[config.mk]
export PLATFORM = sky130hd
export DESIGN_NAME = am_cmd_sequencer
export DESIGN_NICKNAME = d
export VERILOG_FILES = /design/src/rtl/am_cmd_sequencer.sv
export SDC_FILE = /design/constraint.sdc
export NUM_CORES = 1
export LEC_CHECK = 0
export CORE_ASPECT_RATIO = 1.5
export CORE_MARGIN = 2
export CORE_UTILIZATION = 25
export DETAILED_ROUTE_END_ITERATION = 10
export PLACE_DENSITY = 0.45
export SLEW_MARGIN = 10
export SYNTH_ARGS = -nofsm -noshare
export SYNTH_HDL_FRONTEND = slang
export SYNTH_SLANG_ARGS = --single-unit
[constraint.sdc]
create_clock -name clk -period 1.6 [get_ports clk]
set_input_delay 0.48 -clock clk [delete_from_list [all_inputs] [get_ports clk]]
set_output_delay 0.48 -clock clk [all_outputs]
set_load 0.02 [all_outputs]
[src/rtl/am_cmd_sequencer.sv]
// am_cmd_sequencer: registered operand driver, settle timer and result FIFO for AM.
// Optional saturating overflow counter enabled by `define AM_SEQ_OVF_CNT_EN.
module am_cmd_sequencer #(
    parameter int DEPTH      = 4,
    parameter int SETTLE_CYC = 1
) (
    input  logic        clk,
    input  logic        rst_n,
    input  logic        in_valid,
    output logic        in_ready,
    input  logic [3:0]  in_a,
    input  logic [3:0]  in_b,
    input  logic [3:0]  in_sel,
    input  logic        in_sweep,
    output logic [3:0]  am_a,
    output logic [3:0]  am_b,
    output logic [3:0]  am_sel,
    input  logic [15:0] am_out,
    input  logic        am_ovf,
    output logic        out_valid,
    input  logic        out_ready,
    output logic [15:0] out_data,
    output logic        out_ovf,
    output logic [3:0]  out_sel,
    output logic        busy,
    output logic [7:0]  ovf_cnt
);

    localparam int AW = $clog2(DEPTH);
    localparam int EW = 21;
    localparam logic [3:0] SETTLE_LAST = 4'(SETTLE_CYC - 1);

    typedef enum logic [1:0] {
        IDLE,
        SETTLE,
        CAPTURE
    } state_t;

    state_t          state_q, state_d;
    logic [3:0]      a_q, a_d;
    logic [3:0]      b_q, b_d;
    logic [3:0]      sel_q, sel_d;
    logic            sweep_q, sweep_d;
    logic [3:0]      cnt_q, cnt_d;
    logic            push;
    logic            pop;
    logic            full;

    logic [EW-1:0]   mem_q [DEPTH];
    logic [EW-1:0]   mem_d [DEPTH];
    logic [AW-1:0]   wptr_q, wptr_d;
    logic [AW-1:0]   rptr_q, rptr_d;
    logic [AW:0]     count_q, count_d;
    logic [EW-1:0]   head;

    // Full when the count MSB is set, since DEPTH is a power of two.
    assign full = count_q[AW];
    assign pop  = (count_q != '0) && out_ready;

    // Sequencer next-state: accept, settle countdown, capture with backpressure.
    always_comb begin
        state_d = state_q;
        a_d     = a_q;
        b_d     = b_q;
        sel_d   = sel_q;
        sweep_d = sweep_q;
        cnt_d   = cnt_q;
        push    = 1'b0;
        unique case (state_q)
            IDLE: begin
                if (in_valid) begin
                    a_d     = in_a;
                    b_d     = in_b;
                    sweep_d = in_sweep;
                    sel_d   = in_sweep ? 4'd0 : in_sel;
                    cnt_d   = '0;
                    state_d = SETTLE;
                end
            end
            SETTLE: begin
                if (cnt_q == SETTLE_LAST) begin
                    state_d = CAPTURE;
                end else begin
                    cnt_d = cnt_q + 4'd1;
                end
            end
            CAPTURE: begin
                if (!full) begin
                    push = 1'b1;
                    if (sweep_q && (sel_q != 4'hF)) begin
                        sel_d   = sel_q + 4'd1;
                        cnt_d   = '0;
                        state_d = SETTLE;
                    end else begin
                        sweep_d = 1'b0;
                        state_d = IDLE;
                    end
                end
            end
            default: state_d = IDLE;
        endcase
    end

    // Sequencer registers; operands only change when leaving IDLE or CAPTURE.
    always_ff @(posedge clk or negedge rst_n) begin
        if (!rst_n) begin
            state_q <= IDLE;
            a_q     <= '0;
            b_q     <= '0;
            sel_q   <= '0;
            sweep_q <= 1'b0;
            cnt_q   <= '0;
        end else begin
            state_q <= state_d;
            a_q     <= a_d;
            b_q     <= b_d;
            sel_q   <= sel_d;
            sweep_q <= sweep_d;
            cnt_q   <= cnt_d;
        end
    end

    // FIFO next-state: write at tail, advance head on pop, track occupancy.
    always_comb begin
        mem_d   = mem_q;
        wptr_d  = wptr_q;
        rptr_d  = rptr_q;
        count_d = count_q;
        if (push) begin
            mem_d[wptr_q] = {sel_q, am_ovf, am_out};
            wptr_d        = wptr_q + AW'(1);
        end
        if (pop) begin
            rptr_d = rptr_q + AW'(1);
        end
        unique case ({push, pop})
            2'b10:   count_d = count_q + (AW+1)'(1);
            2'b01:   count_d = count_q - (AW+1)'(1);
            default: count_d = count_q;
        endcase
    end

    // FIFO storage and pointers; entries are zeroed so the head reads 0 after reset.
    always_ff @(posedge clk or negedge rst_n) begin
        if (!rst_n) begin
            mem_q   <= '{default: '0};
            wptr_q  <= '0;
            rptr_q  <= '0;
            count_q <= '0;
        end else begin
            mem_q   <= mem_d;
            wptr_q  <= wptr_d;
            rptr_q  <= rptr_d;
            count_q <= count_d;
        end
    end

`ifdef AM_SEQ_OVF_CNT_EN
    logic [7:0] ovf_cnt_q, ovf_cnt_d;

    // Saturating count of pushed results that overflowed.
    always_comb begin
        ovf_cnt_d = ovf_cnt_q;
        if (push && am_ovf && (ovf_cnt_q != 8'hFF)) begin
            ovf_cnt_d = ovf_cnt_q + 8'd1;
        end
    end

    // Overflow counter register, cleared only by reset.
    always_ff @(posedge clk or negedge rst_n) begin
        if (!rst_n) begin
            ovf_cnt_q <= '0;
        end else begin
            ovf_cnt_q <= ovf_cnt_d;
        end
    end

    assign ovf_cnt = ovf_cnt_q;
`else
    assign ovf_cnt = 8'd0;
`endif

    assign head      = mem_q[rptr_q];
    assign out_sel   = head[20:17];
    assign out_ovf   = head[16];
    assign out_data  = head[15:0];
    assign out_valid = (count_q != '0);
    assign in_ready  = (state_q == IDLE);
    assign busy      = (state_q != IDLE);
    assign am_a      = a_q;
    assign am_b      = b_q;
    assign am_sel    = sel_q;

endmodule

Yosys cells after proc, flatten, opt, wreduce, memory -nomap -nowiden:

Index checks and enable logic that the tools add are counted.

* word-level logic and storage cells: 78
* register bits after elaboration: 110

* bitwise logic cells: 2
* $add $sub $neg: 6
* order comparisons: 3
* muxes and demuxes: 28
* eq/ne operators: 11
* reductions and logical operators: 15

Operator list (number)
* 84-bit bitwise mux: 1
* 21-bit 2-to-1 mux: 3
* 21-bit binary-select mux with 2-bit select: 1
* 21-bit demux with 2-bit select: 1
* 4-bit 2-to-1 mux: 8
* 2-bit inequality test (second input constant): 6
* 4-bit case mux with 3 select lines: 1
* 4-bit by 1-bit adder with 4-bit output (second input constant): 2
* 4-bit case mux with 2 select lines: 1
* 4-bit AND reduction: 2
* 3-bit >= comparator (second input constant): 2
* 1-bit 2-to-1 mux: 6
* 2-bit 2-to-1 mux: 3
* 2-bit inverter with 3-bit output: 2
* 2-bit case mux with 3 select lines: 1
* 3-bit case mux with 2 select lines: 1
* 2-bit nonzero test: 3
* 3-bit nonzero test: 2
* 5-bit AND reduction: 1
* 2-bit by 1-bit adder with 2-bit output (second input constant): 2
* 2-bit by 1-bit equality test with 1-bit output (second input constant): 2
* 2-bit equality test (second input constant): 2
* 4-bit logical NOT: 1
* 4-bit inequality test (second input constant): 1
* 8 further kinds: 10

Depth between registers and ports, before layout:

Gate-level depths: netlist of the first run.

* word-level depth: 6
* mapped depth: 9
* depth with buffers taken out: 9

Worst setup path after synthesis of the first run:

OpenSTA, ideal clock, no wires.

* kind: register to register
* from: reg count_q[2]
* to: reg count_q[2]
* stages on the path, launching flop included: 9
* clock period less this slack: 2004 ps
* data arrival time: 1872 ps
* slack: -404 ps
* cells stage by stage: dfrtp_1 or3_1 and2_1 ha_1 inv_1 fa_1 xor2_1 nor2_1 xor2_1

* longest elaborated chain between the ends: 4
* elaborated cells on any way between the ends: 10
* classes of those cells: 2 x add/sub; 2 x eq/ne; 3 x mux; 3 x reduce/logical

Ends and longest elaborated chain
* from (decl): RTL line 53 `logic [AW:0] count_q, count_d;`
* from (signal assigned): RTL line 154 `count_q <= count_d;`
* 3-bit nonzero test (*)
* named net out_valid: RTL line 20 `output logic out_valid,`
* 1-bit logical AND (*): RTL line 58 `assign pop = (count_q != '0) && out_ready;`
* named net pop: RTL line 46 `logic pop;`
* 2-bit by 1-bit equality test with 1-bit output / 2-bit equality test (equally long branches): RTL line 136 `unique case ({push, pop})`
* 3-bit case mux with 2 select lines / 2-bit nonzero test (equally long branches)

Mark *: on every way through the listed nets, which the timed path passes. The rest lies on a longest branch.
A chain may end at the register's enable or synchronous reset.

Worst setup path in the final report of the first run:

* from: reg rptr_q[0]
* to: out out_data[14]

* longest elaborated chain between the ends: 4

Ends and longest elaborated chain
* from (decl): RTL line 52 `logic [AW-1:0] rptr_q, rptr_d;`
* from (signal assigned): RTL line 153 `rptr_q <= rptr_d;`
* 2-bit inverter with 3-bit output (not written as such): RTL line 183 `assign head = mem_q[rptr_q];`
* 21-bit binary-select mux with 2-bit select: RTL line 183
* 21-bit 2-to-1 mux (not written as such) (2 in a row): RTL line 183
* to (decl): RTL line 22 `output logic [15:0] out_data,`

Every way passes these cells. The select of a mux whose other input is x is not followed.

==> results.json, run 1 <==
{
  "status": "finished with violations",
  "violations": "negative setup slack",
  "setup_slack_ns": -0.5253,
  "ioPinCount": 78,
  "setup_viol": 74,
  "dp_cells": 744,
  "min_path_type": "in -> async",
  "maxCapViolCount": 0,
  "p_clk_share_pct": 16.0,
  "initial_core_util_pct": 25.30,
  "grt_max_degree": 47,
  "final_area_um2": 7737,
  "grt_use_total_pct": 11.78,
  "core_area_um2": 21550,
  "max_freq_ghz": 0.4705,
  "clkTransAtPathRegs_ns": 0.08,
  "fin_nets": 544,
  "critPathMaxStageDelay_ns": 0.53,
  "vias_per_cell": 4.198,
  "power.share.switching_pct": 32.09,
  "wl_per_cell_um": 16.46,
  "fin_crit_sh_pct": 132.8,
  "die_h_um": 184.9,
  "p_per_area_nw_per_um2": 2028,
  "end_kind": "output pin",
  "hpwl_mm": 8.591,
  "grt_remaining_overflow": 0,
  "period_minus_slack_ns": 2.125,
  "num_antenna_cells": 0,
  "ys_seq_area_share_pct": 50.47,
  "root_buffer": "clkbuf_16",
  "rsz0062_at_grt": "true",
  "ctsLongestPathBuffers": 2,
  "drv_slew": 0,
  "grt_pass1_vias": 3685,
  "cts_tree": "yes",
  "clk_latency_ns": 0.35,
  "place_congestion": 0.7910,
  "drcViolationCount": 0,
  "dieArea_um2": 23040,
  "comb_power_share_pct": 53.5,
  "port_buffers": 69,
  "num_vias": 3266,
  "crit_type": "reg -> out",
  "peakVddDrop_v": 0.0006266,
  "cp_max_fo": 5,
  "die_x_um": 124.6,
  "hold_buffers": 0,
  "crit_chain": "buf_6 > mux4_2 > buf_6",
  "placed_area_um2": 7042,
  "drive_gt1_share_pct": 54.94,
  "h-tree-depth": 3,
  "internal_power_uw": 10660,
  "grt_first_pass_wirelength_mm": 20.93,
  "syn_area_um2": 5454,
  "yosys_warnings": 0,
  "postRouteWirelength_mm": 12.81,
  "fin_util_pct": 35.90,
  "instances_no_fill": 778,
  "synthCells": 340,
  "final_antenna_net_count": 0,
  "clkSinkCount": 110,
  "finClkSkew_ns": 0.009263,
  "cp_slowest_cell": "mux4_2",
  "numCtsBuffers": 9,
  "drt_iter0_markers": 104,
  "p_sw_uw": 5035,
  "first_pass_iters": 4,
  "crit_path_frequent_cell": "buf_6",
  "leakage_uw": 0.003498,
  "antenna_found_initial": 0,
  "yosysUniqueCellTypes": 42,
  "rows": 66,
  "required_ns": 1.12,
  "start_kind": "register",
  "avgSynthCellArea_um2": 16.04,
  "finalHoldViolations": 0,
  "arrival_ns": 1.65,
  "syn2layout_area_growth_pct": 41.87,
  "p_seq_share_pct": 30.5,
  "synth-seq-cells": 110,
  "whs_ns": 0.02289
}
synth_stat cells (all sizes together):
cell	count	area (um2)
dfrtp	110	2753
mux2	93	1348
buf	22	249.0
mux4	21	473.0
nand2	16	60.06
inv	13	48.80
ha	8	100.1
a21oi	7	38.79
and2	6	47.54
nand2b	5	38.78
o21ai	5	25.02
nor2	4	31.28
xnor2	4	35.03
xor2	3	26.28
a21o	2	15.01
a31oi	2	12.51
clkbuf	2	7.510
nand3	2	10.01
a221o	1	10.01
a22o	1	8.760
a32o	1	10.01
a41oi	1	8.760
and2b	1	7.510
conb	1	3.750
fa	1	20.02
mux2i	1	10.01
nand4	1	6.260
nor2b	1	6.260
nor3b	1	7.510
o211ai	1	12.51
o221a	1	11.26
o22ai	1	6.260
or3	1	6.260
flip-flops by register name, indices dropped and copies added (netlist names):
signal,count
count_q,3
sweep_q,1
am_sel,4
cnt_q,4
am_b,4
wptr_q,2
mem_q,84
state_q,2
rptr_q,2
am_a,4
metal layers:
metal / vias to the layer above / share of wire [%] / global-route usage (%) / wire length [um]
li1: 1512 / - / - / -
met1: 1681 / 44 / 14.64 / 5633
met2: 63 / 51 / 20.61 / 6521
met3: 10 / 3.9 / 2.629 / 504
met4: 0 / 1.2 / 3.236 / 148
met5: - / 0 / 0 / 0
power groups by stage:
stage               logic, uW  registers [uW]  clock network [uW]
floorplan                4620            4790                   0
CTS                      8490            4790                2620
global placement         7800            4770                   0
detailed placement       7880            4800                   0
global route             8980            4950                2740
finish                   8390            4780                2520
through the flow:
| stage | TNS [ns] | power, uW | setup WS (ns) |
|---|---|---|---|
| 3_3_place_gp | -21.89 | 12570 | -0.5449 |
| 5_1_grt | -18.74 | 16670 | -0.6130 |
| 6_report | -13.18 | 15690 | -0.5253 |
| 4_1_cts | -16.66 | 15900 | -0.6151 |
| 2_1_floorplan | -1.337 | 9411 | -0.2775 |
| 3_5_place_dp | -22.27 | 12680 | -0.5488 |
critical path: cells and delay by family (launching register included):
family	cells	cell delay (ns)
muxes	1	0.53
DFF	1	0.44
buffers and inverters	2	0.31
placed cells by master, fill, tap and decap left out, types with 2 or more instances in the layout:
cell	instances
dfrtp_1	104
mux2_4	85
buf_4	61
buf_6	38
clkdlybuf4s50_1	32
mux4_2	21
buf_12	18
nand2_1	16
inv_1	11
dlygate4sd2_1	10
clkbuf_16	9
mux2_2	8
conb_1	8
ha_1	7
and2_4	6
a21oi_1	6
dfrtp_2	6
buf_8	6
xnor2_1	4
o21ai_0	4
nand2b_1	4
xor2_1	3
nand3_1	2
a21o_1	2
nor2_1	2
a31oi_1	2
bufinv_16	2
clkbuf_8	2
clkdlybuf4s15_2	2
path summary, 6_finish.rpt:
| path | from | end | slack, ns | cells past startpoint |
|---|---|---|---|---|
| max reg2reg | count_q[0]$_DFFE_PN0P_ | count_q[1]$_DFFE_PN0P_ | -0.17 | 6 |
| min reg2reg | am_a[0]$_DFFE_PN0P_ | am_a[0]$_DFFE_PN0P_ | 0.51 | 1 |
| max in group asynchronous | rst_n | state_q[0]$_DFFE_PN0P_ | 0.99 | 2 |
| min | rst_n | am_b[3]$_DFFE_PN0P_ | 0.02 | 1 |
| max | rptr_q[0]$_DFFE_PN0P_ | out_data[14] | -0.53 | 3 |
| min in group clk | am_a[0]$_DFFE_PN0P_ | am_a[0]$_DFFE_PN0P_ | 0.51 | 1 |
timing repair:
action,in CTS,in global routing
resized for setup,170,35
pin swaps,5,3
buffers inserted,20,3
setup endpoints to repair,124,116
cloned,5,0
layout make-up:
| type | count | area (um2) |
|---|---|---|
| Clock buffer | 12 | 256.5 |
| Multi-Input combinational cell | 200 | 2486 |
| Tap cell | 272 | 340.3 |
| Clock inverter | 4 | 76.32 |
| Timing Repair Buffer | 167 | 1767 |
| Inverter | 13 | 51.30 |
| Fill cell | 2087 | 13820 |
| Sequential cell | 110 | 2760 |
logic make-up after synthesis:
| kind of cell | synth area share, % |
|---|---|
| multiplexers | 33.56 |
| flip-flops | 50.47 |
| AND/OR/NAND/NOR | 4.061 |
| buffers and inverters | 5.598 |
| AO/OA/AOI/OAI | 2.913 |
| adder cells (fa/ha/maj) | 2.202 |
| XOR/XNOR | 1.124 |
| other | 0.06876 |
No activity file was read; power rests on OpenSTA's default activity.
==> inputs of run 2 (changes only) <==
--- a/config.mk
+++ b/config.mk
@@ -10,7 +10,7 @@
 export CORE_UTILIZATION = 25
 export DETAILED_ROUTE_END_ITERATION = 10
 export PLACE_DENSITY = 0.45
-export SLEW_MARGIN = 10
+export SLEW_MARGIN = 20
 export SYNTH_ARGS = -nofsm -noshare
 export SYNTH_HDL_FRONTEND = slang
 export SYNTH_SLANG_ARGS = --single-unit
==> results of run 2 <==
Same layout as run 1: the final DEF is identical, and so are final timing and power.
